`src/rtl/tlb_lookup_arbiter.sv`:
```
// Arbitrates the single TLB search port among inst fetch, data access and TLBP probe,
// and holds off lookups for the cycle of a TLB write and the cycle after it.
module tlb_lookup_arbiter #(
  parameter int TLB_ENTRIES = 16,
  parameter int IDX_W       = 4
) (
  input  logic             clk,
  input  logic             rst,
  input  logic [7:0]       cp0_asid_i,
  input  logic             inst_req_i,
  input  logic             data_req_i,
  input  logic             tlbp_req_i,
  input  logic [18:0]      inst_vpn2_i,
  input  logic [18:0]      data_vpn2_i,
  input  logic [18:0]      tlbp_vpn2_i,
  input  logic             inst_oddPage_i,
  input  logic             data_oddPage_i,
  input  logic             inst_flush_i,
  input  logic             tlbw_req_i,
  output logic             inst_gnt_o,
  output logic             data_gnt_o,
  output logic             tlbp_gnt_o,
  output logic [18:0]      srch_vpn2_o,
  output logic             srch_oddPage_o,
  output logic [7:0]       srch_asid_o,
  input  logic             srch_hit_i,
  input  logic [IDX_W-1:0] srch_index_i,
  input  logic [19:0]      srch_pfn_i,
  input  logic [2:0]       srch_c_i,
  input  logic             srch_d_i,
  input  logic             srch_v_i,
  output logic             inst_rvalid_o,
  output logic             inst_hit_o,
  output logic [IDX_W-1:0] inst_index_o,
  output logic [19:0]      inst_pfn_o,
  output logic [2:0]       inst_c_o,
  output logic             inst_d_o,
  output logic             inst_v_o,
  output logic             data_rvalid_o,
  output logic             data_hit_o,
  output logic [IDX_W-1:0] data_index_o,
  output logic [19:0]      data_pfn_o,
  output logic [2:0]       data_c_o,
  output logic             data_d_o,
  output logic             data_v_o,
  output logic             tlbp_rvalid_o,
  output logic             tlbp_hit_o,
  output logic [IDX_W-1:0] tlbp_index_o,
  output logic [19:0]      tlbp_pfn_o,
  output logic [2:0]       tlbp_c_o,
  output logic             tlbp_d_o,
  output logic             tlbp_v_o
);

  localparam int RES_W = IDX_W + 26;

  if ($clog2(TLB_ENTRIES) != IDX_W) begin : g_idx_w_check
    $error("IDX_W must equal log2(TLB_ENTRIES)");
  end

  typedef enum logic {RUN, WBLOCK} state_t;

  state_t           state_q, state_d;
  logic             rr_last_q, rr_last_d;   // 1: data won last, 0: inst won last
  logic [2:0]       rvalid_q, rvalid_d;     // {tlbp, data, inst}
  logic [RES_W-1:0] res_q [3];
  logic [RES_W-1:0] res_d [3];
  logic             gnt_inst, gnt_data, gnt_tlbp;
  logic [RES_W-1:0] srch_res;

  assign srch_res = {srch_hit_i, srch_index_i, srch_pfn_i, srch_c_i, srch_d_i, srch_v_i};

  always_comb begin
    state_d   = state_q;
    rr_last_d = rr_last_q;
    gnt_inst  = 1'b0;
    gnt_data  = 1'b0;
    gnt_tlbp  = 1'b0;
    case (state_q)
      RUN:     if (tlbw_req_i) state_d = WBLOCK;
      WBLOCK:  if (!tlbw_req_i) state_d = RUN;
      default: state_d = RUN;
    endcase
    // A write strobe blocks grants regardless of state, so a probe never races the write.
    if (rst && state_q == RUN && !tlbw_req_i) begin
      if (tlbp_req_i) begin
        gnt_tlbp = 1'b1;
      end else if (inst_req_i && data_req_i) begin
        gnt_inst = rr_last_q;
        gnt_data = !rr_last_q;
      end else begin
        gnt_inst = inst_req_i;
        gnt_data = data_req_i;
      end
    end
    if (gnt_inst) rr_last_d = 1'b0;
    if (gnt_data) rr_last_d = 1'b1;
  end

  always_comb begin
    srch_vpn2_o    = inst_vpn2_i;
    srch_oddPage_o = inst_oddPage_i;
    srch_asid_o    = cp0_asid_i;
    if (gnt_data) begin
      srch_vpn2_o    = data_vpn2_i;
      srch_oddPage_o = data_oddPage_i;
    end else if (gnt_tlbp) begin
      srch_vpn2_o    = tlbp_vpn2_i;
      srch_oddPage_o = 1'b0;
    end
  end

  always_comb begin
    rvalid_d = {gnt_tlbp, gnt_data, gnt_inst & ~inst_flush_i};
    for (int i = 0; i < 3; i++) res_d[i] = res_q[i];
    if (gnt_inst) res_d[0] = srch_res;
    if (gnt_data) res_d[1] = srch_res;
    if (gnt_tlbp) res_d[2] = srch_res;
  end

  always_ff @(posedge clk) begin
    if (!rst) begin
      state_q   <= RUN;
      rr_last_q <= 1'b1;
      rvalid_q  <= '0;
      for (int i = 0; i < 3; i++) res_q[i] <= '0;
    end else begin
      state_q   <= state_d;
      rr_last_q <= rr_last_d;
      rvalid_q  <= rvalid_d;
      for (int i = 0; i < 3; i++) res_q[i] <= res_d[i];
    end
  end

  assign inst_gnt_o    = gnt_inst;
  assign data_gnt_o    = gnt_data;
  assign tlbp_gnt_o    = gnt_tlbp;
  assign inst_rvalid_o = rvalid_q[0];
  assign data_rvalid_o = rvalid_q[1];
  assign tlbp_rvalid_o = rvalid_q[2];
  assign {inst_hit_o, inst_index_o, inst_pfn_o, inst_c_o, inst_d_o, inst_v_o} = res_q[0];
  assign {data_hit_o, data_index_o, data_pfn_o, data_c_o, data_d_o, data_v_o} = res_q[1];
  assign {tlbp_hit_o, tlbp_index_o, tlbp_pfn_o, tlbp_c_o, tlbp_d_o, tlbp_v_o} = res_q[2];

endmodule

```
`config.mk`:
```
export PLATFORM = sky130hd
export DESIGN_NAME = tlb_lookup_arbiter
export DESIGN_NICKNAME = d
export VERILOG_FILES = /design/src/rtl/tlb_lookup_arbiter.sv
export SDC_FILE = /design/constraint.sdc
export NUM_CORES = 1
export LEC_CHECK = 0
export CORE_ASPECT_RATIO = 0.6
export CORE_MARGIN = 3
export CORE_UTILIZATION = 39
export DETAILED_ROUTE_END_ITERATION = 7
export PLACE_DENSITY = 0.82
export REMOVE_ABC_BUFFERS = 1
export SKIP_CTS_REPAIR_TIMING = 1
export SLEW_MARGIN = 10
export SYNTH_ARGS = -nofsm -noshare
export SYNTH_HDL_FRONTEND = slang
export SYNTH_SLANG_ARGS = --single-unit
export TNS_END_PERCENT = 10
```
`constraint.sdc`:
```
create_clock -name clk -period 2.1 [get_ports clk]
set_input_delay 0.315 -clock clk [delete_from_list [all_inputs] [get_ports clk]]
set_output_delay 0.315 -clock clk [all_outputs]
set_load 0.05 [all_outputs]
```
==> results by group <==
Outcome
  • Status: complete, but fails checks
  • Failing checks: negative setup slack

Synthesis
  • Register bit total from synthesis: 95
  • Syn Inst Count: 427
  • Post-synthesis sequential area ratio: 0.454
  • Mapped Avg Cell Area: just under 10 sq um
  • Synth Cell Area: 4190 sq um
  • Post-synth cell types: 22
  • Synth warn: 0

Drt
  • Detailed-route via count: 3669
  • Initial DRT Pass Iterations: 4
  • Post-DR wirelength/cell: approximately 17 microns
  • Antenna Nets Post-Route: 0
  • DRT iter0 DRCs: 131
  • Routed WL: around 13000 microns
  • Via density: 4.73
  • DRC: 0

Timing
  • Max Freq: approximately 0.45 GHz
  • RSZ-0062 raised after global routing: true
  • Setup violations, final: 20
  • Final period util: 1.07
  • Setup TNS: -2370 ps
  • Max Slew Vio Count: 0
  • Worst hold margin: 324 ps
  • Final Critical Period: between 2000 and 2500 ps
  • Worst-Margin Slew: ~850 ps
  • Slew headroom: 0.433
  • Setup WS post-layout: -143 ps
  • Count of final hold-check violations: 0
  • Clock skew: 7.28 ps

Floorplanning
  • Die H: 86.3 microns
  • I/O pin cnt: 228
  • Die Area: 12100 sq um
  • Site row count: 28
  • Core Box Area: 10200 sq um
  • DIE WIDTH: 140 microns
  • Initial Utilization: 0.413

Critical path
  • R2R setup slack: 300 ps
  • Worst Path Max Fanout: 8
  • Slowest stage cell, crit path: nand4bb_4
  • Required time worst endpoint: 1780 ps
  • Crit. Startpoint: state_q$_SDFF_PN0_
  • Reg-to-Reg Start: state_q$_SDFF_PN0_
  • Critical path's largest stage delay: 330 ps
  • Critical-path cell list: nand4bb_4 -> buf_12 -> mux2_4 -> mux2_4 -> buf_8
  • Kind of start point of the critical path: flip-flop
  • CP most frequent cell: mux2_4
  • Reg2reg end: res_q[0][80]$_SDFFE_PN0P_
  • Crit path DAT: 1930 ps
  • Kind of critical path: flip-flop to output pin
  • Crit. End Element: output pin
  • Worst R2R Path Depth: 8

Placement
  • PortBufs: 211
  • Pre-CTS setup slack: -302 ps
  • Placer Congestion: 0.834
  • DP Wirelength: between 9000 and 10000 microns
  • Placed Instances: 756

CTS
  • Skew-Pair Late Insertion Delay: about 340 ps
  • CTS tree: built
  • Clock tree root driver cell: clkbuf_16
  • CTS clk-pin slew, worst paths: 60 ps
  • Clock sink count: 95
  • Max clock buf depth: 2
  • H-tree levels: 3
  • Total CTS buffers: 9

Layout
  • N_diodes: 0
  • Share of layout cells above drive strength 1: 0.164
  • P&R area growth vs syn: 66.0%
  • Final #Nets: 741
  • Non-Filler Instances: 776

Power
  • Leakage Power: roughly 0.003 uW
  • Peak VDD IR: around 0.39 mV
  • Pwr/cell area: 646 nW/um^2

Hold path
  • Worst hold path depth: 3
  • Min-Delay Path Class: input port to flip-flop
  • WHS Endpoint: res_q[0][22]$_SDFFE_PN0P_
  • Hold Crit Start: rst

GRT
  • Initial antenna violation count: 0
  • Number of global-route vias before repair: 3766
  • Remaining Overflow, GRT: 0
  • First-pass GRT wire length: 19300 microns
  • Largest net degree at the start of global routing: 91
  • Tot GR Track Use: 0.200

Flow run
  • Max Cap Viol: 0
through the flow:
stage          area [sq um]   util  power [uW]
2_1_floorplan          3940      -        2380
3_3_place_gp           6440  0.634        2790
3_5_place_dp           6440  0.634        2810
4_1_cts                6750  0.664        4490
5_1_grt                6960  0.685        4660
6_report               6960  0.685        4500
Yosys cell counts:
cell,count,area (sq um)
nand3_2,1,10.0
nand2_1,122,458
nand4bb_1,1,11.3
mux2i_1,61,611
clkbuf_1,9,33.8
buf_4,11,82.6
mux2_4,27,405
inv_1,35,131
buf_2,7,35.0
a21oi_1,1,5.00
nor2b_1,1,6.26
buf_8,1,15.0
mux2_2,11,124
nor4b_4,1,23.8
nand2b_1,1,6.26
and2_1,1,6.26
buf_6,7,78.8
dfxtp_1,95,1900
o21ai_0,1,5.00
and3_1,2,12.5
buf_1,1,3.75
a21boi_0,30,225
worst max-delay path, delay by kind of cell, from the launching register on:
family	cells	cell delay, ps
multiplexers	2	560
buffers and inverters	2	380
AND/OR/NAND/NOR	1	330
flip-flops	1	320
registers in the layout (all words and copies together) (netlist names):
name,count
res_q,90
rr_last_q,1
rvalid_q,3
state_q,1
layout make-up:
| class | count | area (sq um) |
|---|---|---|
| clock inverter | 3 | 68.8 |
| timing repair buffer | 235 | 2480 |
| inverter | 35 | 134 |
| fill | 764 | 3200 |
| sequential | 95 | 1900 |
| tap | 135 | 169 |
| clock buffer | 12 | 236 |
| multi-input combinational | 261 | 1960 |
cell usage in the layout (no fill, tap or decap), types with 2 or more instances in the layout:
| master | n |
|---|---|
| clkdlybuf4s50_1 | 185 |
| nand2_1 | 122 |
| dfxtp_1 | 94 |
| mux2i_1 | 60 |
| inv_1 | 34 |
| mux2_4 | 30 |
| a21boi_0 | 30 |
| buf_6 | 21 |
| buf_4 | 12 |
| clkbuf_16 | 11 |
| buf_12 | 9 |
| mux2_2 | 8 |
| clkbuf_1 | 3 |
| buf_8 | 3 |
| bufinv_16 | 2 |
| dlymetal6s2s_1 | 2 |
layer usage:
metal / up-vias / GRT usage / part of all wire
met2: 173 / 0.318 / 0.46
met4: 0 / 0.0387 / 0.0053
met5: - / 0 / 0
met1: 1701 / 0.249 / 0.42
li1: 1786 / - / -
met3: 9 / 0.102 / 0.11
kinds of logic after synthesis:
| family | after synthesis | synth area share |
|---|---|---|
| DFF | 95 | 0.454 |
| and+or+nand+nor | 130 | 0.127 |
| buffers and inverters | 71 | 0.0907 |
| AOI/OAI and AO/OA | 32 | 0.0561 |
| muxes | 99 | 0.272 |
power breakdown:
group | leakage, uW | total [uW] | internal [uW] | switching (uW)
registers | 0.000770 | 1880 | 1850 | 28.1
logic | 0.00211 | 935 | 444 | 491
clock network | 0.000147 | 1680 | 1040 | 642
worst max-delay path by stage:
stage                                           end  slack (ps)
final                               srch_vpn2_o[14]        -140
after global routing                srch_vpn2_o[14]        -200
after CTS                           srch_vpn2_o[17]        -310
after detailed placement            srch_vpn2_o[17]        -300
after global placement              srch_vpn2_o[17]        -280
after floorplan           res_q[0][60]$_SDFFE_PN0P_       -1550
(Power assumes the default switching activity.)
